$ cat config.mk
export PLATFORM = sky130hd
export DESIGN_NAME = differential_decoder_flat
export DESIGN_NICKNAME = d
export VERILOG_FILES = /design/src/rtl/differential_decoder_if.sv /design/src/rtl/differential_decoder.sv /design/src/flat_wrapper.sv
export SDC_FILE = /design/constraint.sdc
export NUM_CORES = 1
export LEC_CHECK = 0
export CAP_MARGIN = 10
export CORE_ASPECT_RATIO = 1.5
export CORE_MARGIN = 4
export CORE_UTILIZATION = 46
export CTS_CLUSTER_DIAMETER = 30
export DETAILED_ROUTE_END_ITERATION = 10
export HOLD_SLACK_MARGIN = 0.02
export PLACE_DENSITY = 0.75
export SLEW_MARGIN = 20
export SYNTH_ARGS = -nofsm -noshare
export SYNTH_HDL_FRONTEND = slang
export SYNTH_SLANG_ARGS = --single-unit
$ cat constraint.sdc
create_clock -name clk -period 1.7 [get_ports clk]
set_input_delay 0.255 -clock clk [delete_from_list [all_inputs] [get_ports clk]]
set_output_delay 0.255 -clock clk [all_outputs]
set_load 0.01 [all_outputs]
$ cat src/rtl/differential_decoder_if.sv
// differential_decoder_if: byte stream in, decoded byte stream out, accepted-byte count
interface differential_decoder_if;
    logic [7:0]  data_in;
    logic        valid_in;
    logic        ready_in;
    logic        resync;
    logic [7:0]  data_out;
    logic        valid_out;
    logic        ready_out;
    logic [15:0] byte_count;

    modport master (
        output data_in, valid_in, resync, ready_out,
        input  ready_in, data_out, valid_out, byte_count
    );

    modport slave (
        input  data_in, valid_in, resync, ready_out,
        output ready_in, data_out, valid_out, byte_count
    );
endinterface

$ cat src/rtl/differential_decoder.sv
// differential_decoder: recovers d[n] = e[n] ^ e[n-1] into a 2-entry output buffer
module differential_decoder #(
    parameter logic [7:0] SEED  = 8'h00,
    parameter int         DEPTH = 2
) (
    input logic clk,
    input logic rst,
    differential_decoder_if.slave bus
);
    localparam logic [1:0] FULL = 2'(DEPTH);

    logic [7:0]  prev_q, prev_d;
    logic [7:0]  mem_q [2];
    logic        rd_ptr_q, rd_ptr_d;
    logic        wr_ptr_q, wr_ptr_d;
    logic [1:0]  cnt_q, cnt_d;
    logic [15:0] bc_q, bc_d;
    logic [7:0]  chain;
    logic        push, pop;

    // Handshakes depend only on registered count, so no ready_out -> ready_in path
    always_comb begin
        chain    = bus.resync ? SEED : prev_q;
        push     = bus.valid_in && (cnt_q != FULL);
        pop      = (cnt_q != 2'd0) && bus.ready_out;
        prev_d   = push ? bus.data_in : (bus.resync ? SEED : prev_q);
        wr_ptr_d = push ? ~wr_ptr_q : wr_ptr_q;
        rd_ptr_d = pop ? ~rd_ptr_q : rd_ptr_q;
        cnt_d    = cnt_q + 2'(push) - 2'(pop);
        bc_d     = push ? bc_q + 16'd1 : bc_q;
    end

    // Chain, pointers, occupancy and accepted-byte counter
    always_ff @(posedge clk or posedge rst) begin
        if (rst) begin
            prev_q   <= SEED;
            rd_ptr_q <= 1'b0;
            wr_ptr_q <= 1'b0;
            cnt_q    <= 2'd0;
            bc_q     <= 16'd0;
        end else begin
            prev_q   <= prev_d;
            rd_ptr_q <= rd_ptr_d;
            wr_ptr_q <= wr_ptr_d;
            cnt_q    <= cnt_d;
            bc_q     <= bc_d;
        end
    end

    // Buffer storage, cleared on reset so data_out reads 00 while empty
    always_ff @(posedge clk or posedge rst) begin
        if (rst) begin
            mem_q[0] <= 8'h00;
            mem_q[1] <= 8'h00;
        end else if (push) begin
            mem_q[wr_ptr_q] <= bus.data_in ^ chain;
        end
    end

    assign bus.ready_in   = (cnt_q != FULL);
    assign bus.valid_out  = (cnt_q != 2'd0);
    assign bus.data_out   = mem_q[rd_ptr_q];
    assign bus.byte_count = bc_q;
endmodule

$ cat src/flat_wrapper.sv
// flat-port wrapper written by rule: the top's interface ports become plain ports
module differential_decoder_flat 
#(
    parameter logic [7:0] SEED  = 8'h00,
    parameter int         DEPTH = 2
)
  (clk, rst, bus_data_in, bus_valid_in, bus_resync, bus_ready_out, bus_ready_in, bus_data_out, bus_valid_out, bus_byte_count);
  differential_decoder_if bus_i ();
  input logic clk;
  input logic rst;
  input wire logic [$bits(bus_i.data_in)-1:0] bus_data_in;
  input wire logic [$bits(bus_i.valid_in)-1:0] bus_valid_in;
  input wire logic [$bits(bus_i.resync)-1:0] bus_resync;
  input wire logic [$bits(bus_i.ready_out)-1:0] bus_ready_out;
  output wire logic [$bits(bus_i.ready_in)-1:0] bus_ready_in;
  output wire logic [$bits(bus_i.data_out)-1:0] bus_data_out;
  output wire logic [$bits(bus_i.valid_out)-1:0] bus_valid_out;
  output wire logic [$bits(bus_i.byte_count)-1:0] bus_byte_count;
  assign bus_i.data_in = bus_data_in;
  assign bus_i.valid_in = bus_valid_in;
  assign bus_i.resync = bus_resync;
  assign bus_i.ready_out = bus_ready_out;
  assign bus_ready_in = bus_i.ready_in;
  assign bus_data_out = bus_i.data_out;
  assign bus_valid_out = bus_i.valid_out;
  assign bus_byte_count = bus_i.byte_count;
  differential_decoder #(.SEED(SEED), .DEPTH(DEPTH)) u_core (.clk(clk), .rst(rst), .bus(bus_i));
endmodule
==> metrics, run 1 <==
Max Cap Viol 0; switching power 1420 uW; final setup violation count 0; wirelength, routed 3.91 mm; Setup TNS 0 ns; Starting Density 47.8%; Core ar. 4280 um2; endpoints failing hold 0; CP Launch Type flop; Arrival @ worst endpoint 1.40 ns; largest net degree at the start of global routing 45; initial antenna violation count 0; Setup crit end kind primary output; drt initial violations 26; Nets 264; Die Area 5600 um2; XOR/XNOR share of the synthesized area 11.1%; cell count after synthesis 192; gr ovfl total 0; Power Total 4170 uW; Tmin final 1.65 ns; Mean Syn Cell Area 10.7 um2; WS Path Type flop to primary output; Synth warnings 0; FF+latch count, synth 44; I/O pin cnt 39; Compound-Gate Fraction of Synth Area 5.38%; Power Internal 2750 uW; Critical Path RT 1.44 ns; power density over cell area 1540 nW/um2; area share of fa/ha/maj cells after synthesis 1.83%; die height 89.7 um; LEAKAGE 0.00120 uW; Worst Path Max Fanout 2; WL per Instance 13.3 um; CTS Buf Count 5; syn nets 208; maximum vdd drop 0.000628 V; most common cell after layout, fill and taps aside nand2_1; multiplexer share of the synthesized area 4.40%; Post-Syn Area 2050 um2; slew margin rel. 80.3%; hpwl dp 2.80 mm; Reg2Reg Launch Point u_core.cnt_q[0]; Row Count 29; DRT Pass-1 Iters 4; total number of vias 1,436; number of diodes 0; HP Class primary input to async pin; worst hold slack 0.302 ns; Sw Ratio 34.1%; Area growth, synth to finish 32.2%; slew of the pin with the lowest slew margin 0.293 ns; IO buf count 38; Max Root-Sink Buffers 2; vias per cell 4.88; worst skew pair latency 0.29 ns; simple-gate area share of the yosys netlist 20.6%; Final GP Congestion 0.729; period utilization 97.2%; die width 62.5 um; share of layout cells above drive strength 1 21.8%; Max Clock Skew 0.00465 ns; number of global-route vias before repair 1,415; CTS tree done; RSZ-0062 raised after global routing yes; status completed; first-pass GRT wire length 6.56 mm; depth of the CTS H-tree 2; # DRC 0; TritonCTS sink count 44; sequential power share 39.6%; overall routing resource usage 14.5%; FMAX 0.605 GHz; Combinational Power Share 46.1%; Max Slew Vio Count 0; root buffer selected by CTS clkbuf_8; register area share after synthesis 53.8%; Unique masters post-synth 28; Clock Power Share 14.3%; Worst-path clk slew 0.07 ns; largest family of logic cells by synthesized area simple AND/OR/NAND/NOR gates; Worst Setup SP u_core.cnt_q[0]; post-route antenna net violation count 0; highest-count cells in the layout ignoring fill and taps 47 x nand2_1, 43 x dfrtp_1, 29 x clkdlybuf4s50_1
-- metal layers --
metal	track usage, %	wire length, um	vias to the layer above
met4	5.52	63	0
met5	0	0	-
met3	3.12	119	5
met1	17.4	1680	678
met2	25.2	2040	23
li1	-	-	730
-- layout make-up --
cell class                      instances  area [um2]
Fill cell                             372        1580
Sequential cell                        44        1100
Multi-Input combinational cell        137         915
Timing Repair Buffer                   55         536
Clock buffer                            6        72.6
Tap cell                               46        57.6
Inverter                                5        18.8
Clock inverter                          1        5.00
-- path summary, 6_finish.rpt --
check / to / slack [ns] / cells past startpoint
max: bus_valid_out / 0.05 / 2
min: u_core.prev_q[0] / 0.30 / 3
max reg2reg: u_core.cnt_q[1] / 0.08 / 7
min reg2reg: u_core.bus.byte_count[15] / 0.48 / 1
max in group asynchronous: u_core.rd_ptr_q / 1.18 / 3
min in group clk: u_core.bus.byte_count[15] / 0.48 / 1
-- logic make-up (layout without fill, tap and decap cells) --
kind of cell / count (synthesis) / count (layout)
xor+xnor: 26 / 26
flops: 44 / 44
buf+inv: 11 / 67
simple gates: 84 / 84
mux: 8 / 8
compound gates: 16 / 16
fa+ha+maj: 3 / 3
-- sequential cells by signal, indices dropped and copies added (netlist names) --
register               cells
u_core.prev_q              8
u_core.rd_ptr_q            1
u_core.cnt_q               2
u_core.mem_q              16
u_core.bus.byte_count     16
u_core.wr_ptr_q            1
-- power by group through the flow --
| stage | Sequential (uW) | Combinational, uW | Clock [uW] |
|---|---|---|---|
| 6_report | 1650 | 1920 | 596 |
| 5_1_grt | 1700 | 2120 | 659 |
| 4_1_cts | 1650 | 1860 | 622 |
| 3_5_place_dp | 1700 | 1850 | 0 |
| 3_3_place_gp | 1690 | 1820 | 0 |
| 2_1_floorplan | 1640 | 1090 | 0 |
-- timing repair --
action                     CTS  global route
resized for setup           12            12
setup buffers                4             0
hold buffers                 0             0
setup endpoints to repair   10             8
pin swaps                    3             2
-- per-stage QoR --
stage	setup WS (ns)	utilization [%]	instances	instance area, um2
final	0.0484	63.2	294	2710
after floorplan	0.0204	-	192	2050
after detailed placement	-0.0514	60.0	283	2570
after CTS	0.0108	62.3	294	2670
after global placement	-0.0513	60.0	283	2570
after global routing	-0.000317	63.2	294	2710
-- worst max-delay path: stages, from the launching register on --
cell and delay (ns):
dfrtp_1 0.38, or2_4 0.25, clkdlybuf4s50_1 0.48
-- synthesized netlist by cell type (all sizes together) --
master / n / share of area [%]
inv: 5 / 0.92
nand2: 48 / 8.9
a21oi: 8 / 3.4
nand3b: 1 / 0.37
xor2: 4 / 1.7
nand4: 2 / 0.61
buf: 4 / 1.6
and2: 2 / 0.61
clkbuf: 2 / 0.37
nor2b: 9 / 3.1
nor4b: 1 / 1.2
or2: 1 / 0.31
dfrtp: 44 / 54
nor2: 9 / 1.9
nor3: 3 / 1.2
xnor2: 22 / 9.4
o21ai: 8 / 2.0
nand3: 5 / 1.2
mux2: 8 / 4.4
ha: 3 / 1.8
and4: 2 / 0.86
and3: 1 / 0.31
Note: power is estimated with default switching activity, not from simulation.
==> run 2: changes to the inputs <==
Settings changed: CORE_UTILIZATION 46 to 55, DONT_BUFFER_PORTS from default to 1, HOLD_SLACK_MARGIN 0.02 to default, PLACE_DENSITY 0.75 to 0.73.
==> run 2 against run 1 <==
First-iteration DRC count up 27%. Via count down 9.3%. Critical path depth up 5. Register-to-register slack about the same. Global-route usage up 3.2 points. Die area down 15%. Setup slack better by 0.020 ns. Sequential power up 2%. Clock-buffer cell count up 1. Non-clock buffer count down 41. Critical endpoint is now u_core.cnt_q[1].
==> metrics, run 2 (same netlist as run 1, synthesis figures left out) <==
die width 57.8 um (was 62.5 um); first-pass GRT wire length 6.31 mm (was 6.56 mm); drt initial violations 33 (was 26); Tmin final 1.63 ns (was 1.65 ns); total placed cells including tap cells 239 (was 283); wirelength, routed 3.78 mm (was 3.91 mm); # fillers 266 (was 372); # DRC 0 (unchanged); CP Launch Type flop (unchanged); gr ovfl total 0 (unchanged); CTS tree done (unchanged); Core ar. 3480 um2 (was 4280 um2); Die Area 4780 um2 (was 5600 um2); Final GP Congestion 0.755 (was 0.729); Worst-path clk slew 0.08 ns (was 0.07 ns); number of diodes 0 (unchanged); overall routing resource usage 17.7% (was 14.5%); HP Class primary input to flop (was primary input to async pin); WL per Instance 15.1 um (was 13.3 um); Critical Path RT 1.88 ns (was 1.44 ns); Max Slew Vio Count 0 (unchanged); depth of the CTS H-tree 2 (unchanged); Worst Slack Setup Final 0.0682 ns (was 0.0484 ns); Power Total 3970 uW (was 4170 uW); final setup violation count 0 (unchanged); highest-count cells in the layout ignoring fill and taps 46 x nand2_1, 44 x dfrtp_1, 21 x xnor2_1 (was 47 x nand2_1, 43 x dfrtp_1, 29 x clkdlybuf4s50_1); LEAKAGE 0.00105 uW (was 0.00120 uW); Finished Core Util 66.8% (was 63.2%); IO buf count 0 (was 38); CP Buf/Inv Count 1 (unchanged); maximum vdd drop 0.00129 V (was 0.000628 V); hpwl dp 2.72 mm (was 2.80 mm); Arrival @ worst endpoint 1.81 ns (was 1.40 ns); Max Root-Sink Buffers 2 (unchanged); Worst Path Max Fanout 2 (unchanged); status completed (unchanged); endpoints failing hold 0 (unchanged); worst path cell trace or2_4 > and2_4 > ha_4 > inv_1 > ha_2 > xnor2_2 > xnor2_1 (was or2_4 > clkdlybuf4s50_1); WS Path Type flop to flop (was flop to primary output); Area growth, synth to finish 13.6% (was 32.2%); worst skew pair latency 0.30 ns (was 0.29 ns); slew of the pin with the lowest slew margin 0.554 ns (was 0.293 ns); period utilization 96.0% (was 97.2%); design area 2320 um2 (was 2710 um2); CTS Buf Count 5 (unchanged); number of global-route vias before repair 1,364 (was 1,415); die height 82.7 um (was 89.7 um); slew margin rel. 63.1% (was 80.3%); TritonCTS sink count 44 (unchanged); Row Count 26 (was 29); vias per cell 5.21 (was 4.88); I/O pin cnt 39 (unchanged); Starting Density 58.8% (was 47.8%); Nets 223 (was 264); FF+latch area 1100 um2 (about the same); most common cell after layout, fill and taps aside nand2_1 (unchanged); power density over cell area 1710 nW/um2 (was 1540 nW/um2); post-route antenna net violation count 0 (unchanged); initial antenna violation count 0 (unchanged); total number of vias 1,303 (was 1,436); Place WS -0.0103 ns (was -0.0514 ns); FMAX 0.613 GHz (was 0.605 GHz); delay-heaviest family, CP adder cells (was buffers and inverters); share of layout cells above drive strength 1 25.0% (was 21.8%); Max Cap Viol 0 (unchanged); Setup crit end kind flop (was primary output); Max Clock Skew 0.00430 ns (was 0.00465 ns); largest net degree at the start of global routing 45 (unchanged); multi-input logic area 918 um2 (was 915 um2); Crit-path slowest cell dfrtp_1 (was clkdlybuf4s50_1); placed cell area 2140 um2 (was 2570 um2); post-route non-filler standard cell count 250 (was 294); Max stage delay on crit path 0.39 ns (was 0.48 ns); root buffer selected by CTS clkbuf_8 (unchanged); DRT Pass-1 Iters 4 (unchanged)
run 2: changes by cell type in the layout (fill, tap and decap cells not counted), moves of 2 or more:
cell,previous run,this run
inv_1,2,4
clkdlybuf4s15_1,5,0
buf_12,2,0
clkdlybuf4s50_1,29,0
dlygate4sd2_1,4,0
clkbuf_8,5,7
buf_6,2,0
run 2: metal layers:
metal	wire, um	vias up	global-route usage, %
met3	209	7	6.38
met4	83	0	9.05
met5	0	-	0
met1	1580	618	20.0
li1	-	648	-
met2	1900	30	29.3
run 2: path summary, 6_finish.rpt:
| path | startpoint | end | slack, ns | cells past startpoint |
|---|---|---|---|---|
| worst max-delay path | u_core.cnt_q[0] | u_core.cnt_q[1] | 0.07 | 7 |
| worst min register to register | u_core.mem_q[12] | u_core.mem_q[12] | 0.48 | 2 |
| worst min-delay path | bus_data_in[6] | u_core.prev_q[6] | 0.06 | 2 |
| max in group asynchronous | rst | u_core.mem_q[8] | 0.77 | 3 |
| worst max register to register | u_core.cnt_q[0] | u_core.cnt_q[1] | 0.07 | 7 |
| min in group asynchronous | rst | u_core.mem_q[12] | 0.54 | 3 |
run 2: repair_timing:
| action | in CTS | in global routing |
|---|---|---|
| buffers inserted | 0 | 2 |
| cloned | 0 | 0 |
| endpoints found under the hold margin | 27 | 0 |
| gates resized for setup | 3 | 3 |
| pin swaps | 2 | 5 |
| endpoints found under the setup margin | 1 | 10 |
| hold buffers | 1 | 0 |
run 2: stage by stage:
step | TNS (ns) | hold WS, ns
after global routing | -0.00842 | 0.0652
after detailed placement | -0.0103 | 0.325
final | 0 | 0.0606
after CTS | 0 | 0.0470
after floorplan | 0 | 0.360
after global placement | 0 | 0.309
run 2: layout make-up:
cell class	count	share of cell area, %
inverters	5	0.807
clock inverters	1	1.29
flip-flops and latches	44	47.4
multi-input cells	137	39.5
repair buffers	14	4.63
well taps	42	2.26
clock buffers	7	4.14
run 2: where the power goes:
part	switching, uW	total, uW	leakage [uW]	internal [uW]
combinational	740	1420	0.000434	682
sequential	287	1690	0.000551	1400
clock	340	858	0.0000645	518
total	1370	3970	0.00105	2600
==> run 3: changes to the inputs <==
Settings changed: CELL_PAD_IN_SITES_DETAIL_PLACEMENT from default to 1, CELL_PAD_IN_SITES_GLOBAL_PLACEMENT from default to 2, CORE_UTILIZATION 55 to 35, CTS_CLUSTER_DIAMETER 30 to default, PLACE_DENSITY 0.73 to default, PLACE_DENSITY_LB_ADDON from default to 0.1.
==> run 3 against run 2 <==
Non-clock buffer count fell by 3. Clock skew fell by 0.00085 ns. Critical endpoint unchanged. Flip-flop and latch count unchanged. Setup slack improved by 0.0088 ns. Clock power down 21%. Register-to-register slack barely moved. Power is 4.4% lower. Highest routed layer unchanged. Worst hold slack improved by 0.0044 ns. Clock-buffer cell count unchanged. Global-route usage shrank 4.1 points. Largest power group unchanged. Combinational power about the same. Critical path type unchanged.
==> metrics, run 3 (same netlist as run 1, synthesis figures left out) <==
WL per Instance 15.6 um (was 15.1 um); CTS tree done (unchanged); Worst-path clk slew 0.08 ns (about the same); I/O pin cnt 39 (unchanged); total number of vias 1,328 (was 1,303); drt initial violations 22 (was 33); Row Count 33 (was 26); hpwl dp 3.20 mm (was 2.72 mm); maximum vdd drop 0.000508 V (was 0.00129 V); FMAX 0.616 GHz (was 0.613 GHz); TritonCTS sink count 44 (unchanged); initial antenna violation count 0 (unchanged); wirelength, routed 4.30 mm (was 3.78 mm); worst skew pair latency 0.29 ns (was 0.30 ns); most common cell after layout, fill and taps aside nand2_1 (unchanged); endpoints failing hold 0 (unchanged); status completed (unchanged); slew margin rel. 62.4% (was 63.1%); number of diodes 0 (unchanged); post-route antenna net violation count 0 (unchanged); IO buf count 0 (unchanged); first-pass GRT wire length 7.58 mm (was 6.31 mm); worst hold slack 0.0650 ns (was 0.0606 ns); Power Total 3790 uW (was 3970 uW); LEAKAGE 0.00101 uW (was 0.00105 uW); largest net degree at the start of global routing 45 (unchanged); final setup violation count 0 (unchanged); # DRC 0 (unchanged); power density over cell area 1640 nW/um2 (was 1710 nW/um2); Die Area 7160 um2 (was 4780 um2); die width 70.4 um (was 57.8 um); # fillers 650 (was 266); design area 2310 um2 (was 2320 um2); Place WS -0.0121 ns (was -0.0103 ns); Arrival @ worst endpoint 1.80 ns (was 1.81 ns); CP Launch Type flop (unchanged); Setup crit end kind flop (unchanged); HP Class primary input to flop (unchanged); CTS Buf Count 5 (unchanged); Area growth, synth to finish 12.8% (was 13.6%); Max Cap Viol 0 (unchanged); vias per cell 4.83 (was 5.21); overall routing resource usage 13.6% (was 17.7%); Worst Slack Setup Final 0.0770 ns (was 0.0682 ns); WS Path Type flop to flop (unchanged); gr ovfl total 0 (unchanged); Max Clock Skew 0.00345 ns (was 0.00430 ns); Max Root-Sink Buffers 2 (unchanged); Final GP Congestion 0.678 (was 0.755); Critical Path RT 1.88 ns (about the same); Worst Path Max Fanout 2 (unchanged); DRT Pass-1 Iters 3 (was 4); Core ar. 5570 um2 (was 3480 um2); share of layout cells above drive strength 1 22.9% (was 25.0%); Nets 220 (was 223); highest-count cells in the layout ignoring fill and taps 47 x nand2_1, 43 x dfrtp_1, 21 x xnor2_1 (was 46 x nand2_1, 44 x dfrtp_1, 21 x xnor2_1); Max Slew Vio Count 0 (unchanged); die height 102 um (was 82.7 um); Starting Density 36.7% (was 58.8%); placed cell area 2160 um2 (was 2140 um2); Tmin final 1.62 ns (was 1.63 ns); depth of the CTS H-tree 2 (unchanged); RSZ-0062 raised after global routing no; period utilization 95.5% (was 96.0%); root buffer selected by CTS clkbuf_8 (unchanged); slew of the pin with the lowest slew margin 0.564 ns (was 0.554 ns); number of global-route vias before repair 1,508 (was 1,364)
## run 3: cell count changes in the layout (fill, tap and decap cells not counted), sizes merged
cell / before / now
clkinv: 0 / 1
bufinv: 1 / 0
buf: 13 / 10
clkinvlp: 0 / 1
inv: 5 / 4
## run 3: final timing paths
kind | to | cells after the start | from | slack (ns)
setup / recovery | u_core.cnt_q[1] | 7 | u_core.cnt_q[0] | 0.08
hold / removal | u_core.prev_q[1] | 2 | bus_data_in[1] | 0.07
setup reg to reg | u_core.cnt_q[1] | 7 | u_core.cnt_q[0] | 0.08
hold reg to reg | u_core.mem_q[10] | 2 | u_core.mem_q[10] | 0.48
max in group asynchronous | u_core.rd_ptr_q | 3 | rst | 0.73
min in group asynchronous | u_core.bus.byte_count[13] | 3 | rst | 0.55
## run 3: layer usage
| layer | GRT usage, % | part of all wire, % | up-vias | wire length, um |
|---|---|---|---|---|
| met4 | 4.87 | 1.4 | 0 | 59 |
| met5 | 0 | 0 | - | 0 |
| met1 | 14.7 | 37 | 653 | 1600 |
| li1 | - | - | 639 | - |
| met2 | 24.2 | 55 | 31 | 2360 |
| met3 | 5.16 | 6.5 | 5 | 279 |
## run 3: layout make-up
cell class	count	area, um2	area share [%]
flip-flops and latches	44	1100	47.8
multi-input cells	137	921	39.9
well taps	70	87.6	3.79
clock buffers	7	86.3	3.74
repair buffers	11	85.1	3.69
inverters	5	18.8	0.813
clock inverters	1	7.51	0.325
## run 3: per-stage QoR
step / std cells / setup TNS [ns] / util [%]
6_report: 275 / 0 / 41.4
5_1_grt: 275 / 0 / 41.4
3_3_place_gp: 265 / 0 / 38.8
2_1_floorplan: 192 / 0 / -
4_1_cts: 274 / 0 / 40.8
3_5_place_dp: 265 / -0.0121 / 38.8
## run 3: worst max-delay path: stages (launching register included)
cell     delay (ns)
dfrtp_1        0.39
or2_4          0.26
and2_4         0.16
ha_4           0.25
inv_1          0.03
ha_2           0.18
xnor2_2        0.13
xnor2_1        0.12
## run 3: where the power goes
part	internal (uW)	switching [uW]
sequential	1400	291
combinational	652	770
clock	330	347
## run 3: what timing repair did
item / CTS / global route
endpoints found under the setup margin: 1 / 4
hold buffers: 1 / 0
buffers inserted: 0 / 1
pin swaps: 2 / 5
gates resized for setup: 2 / 4
endpoints found under the hold margin: 3 / 0
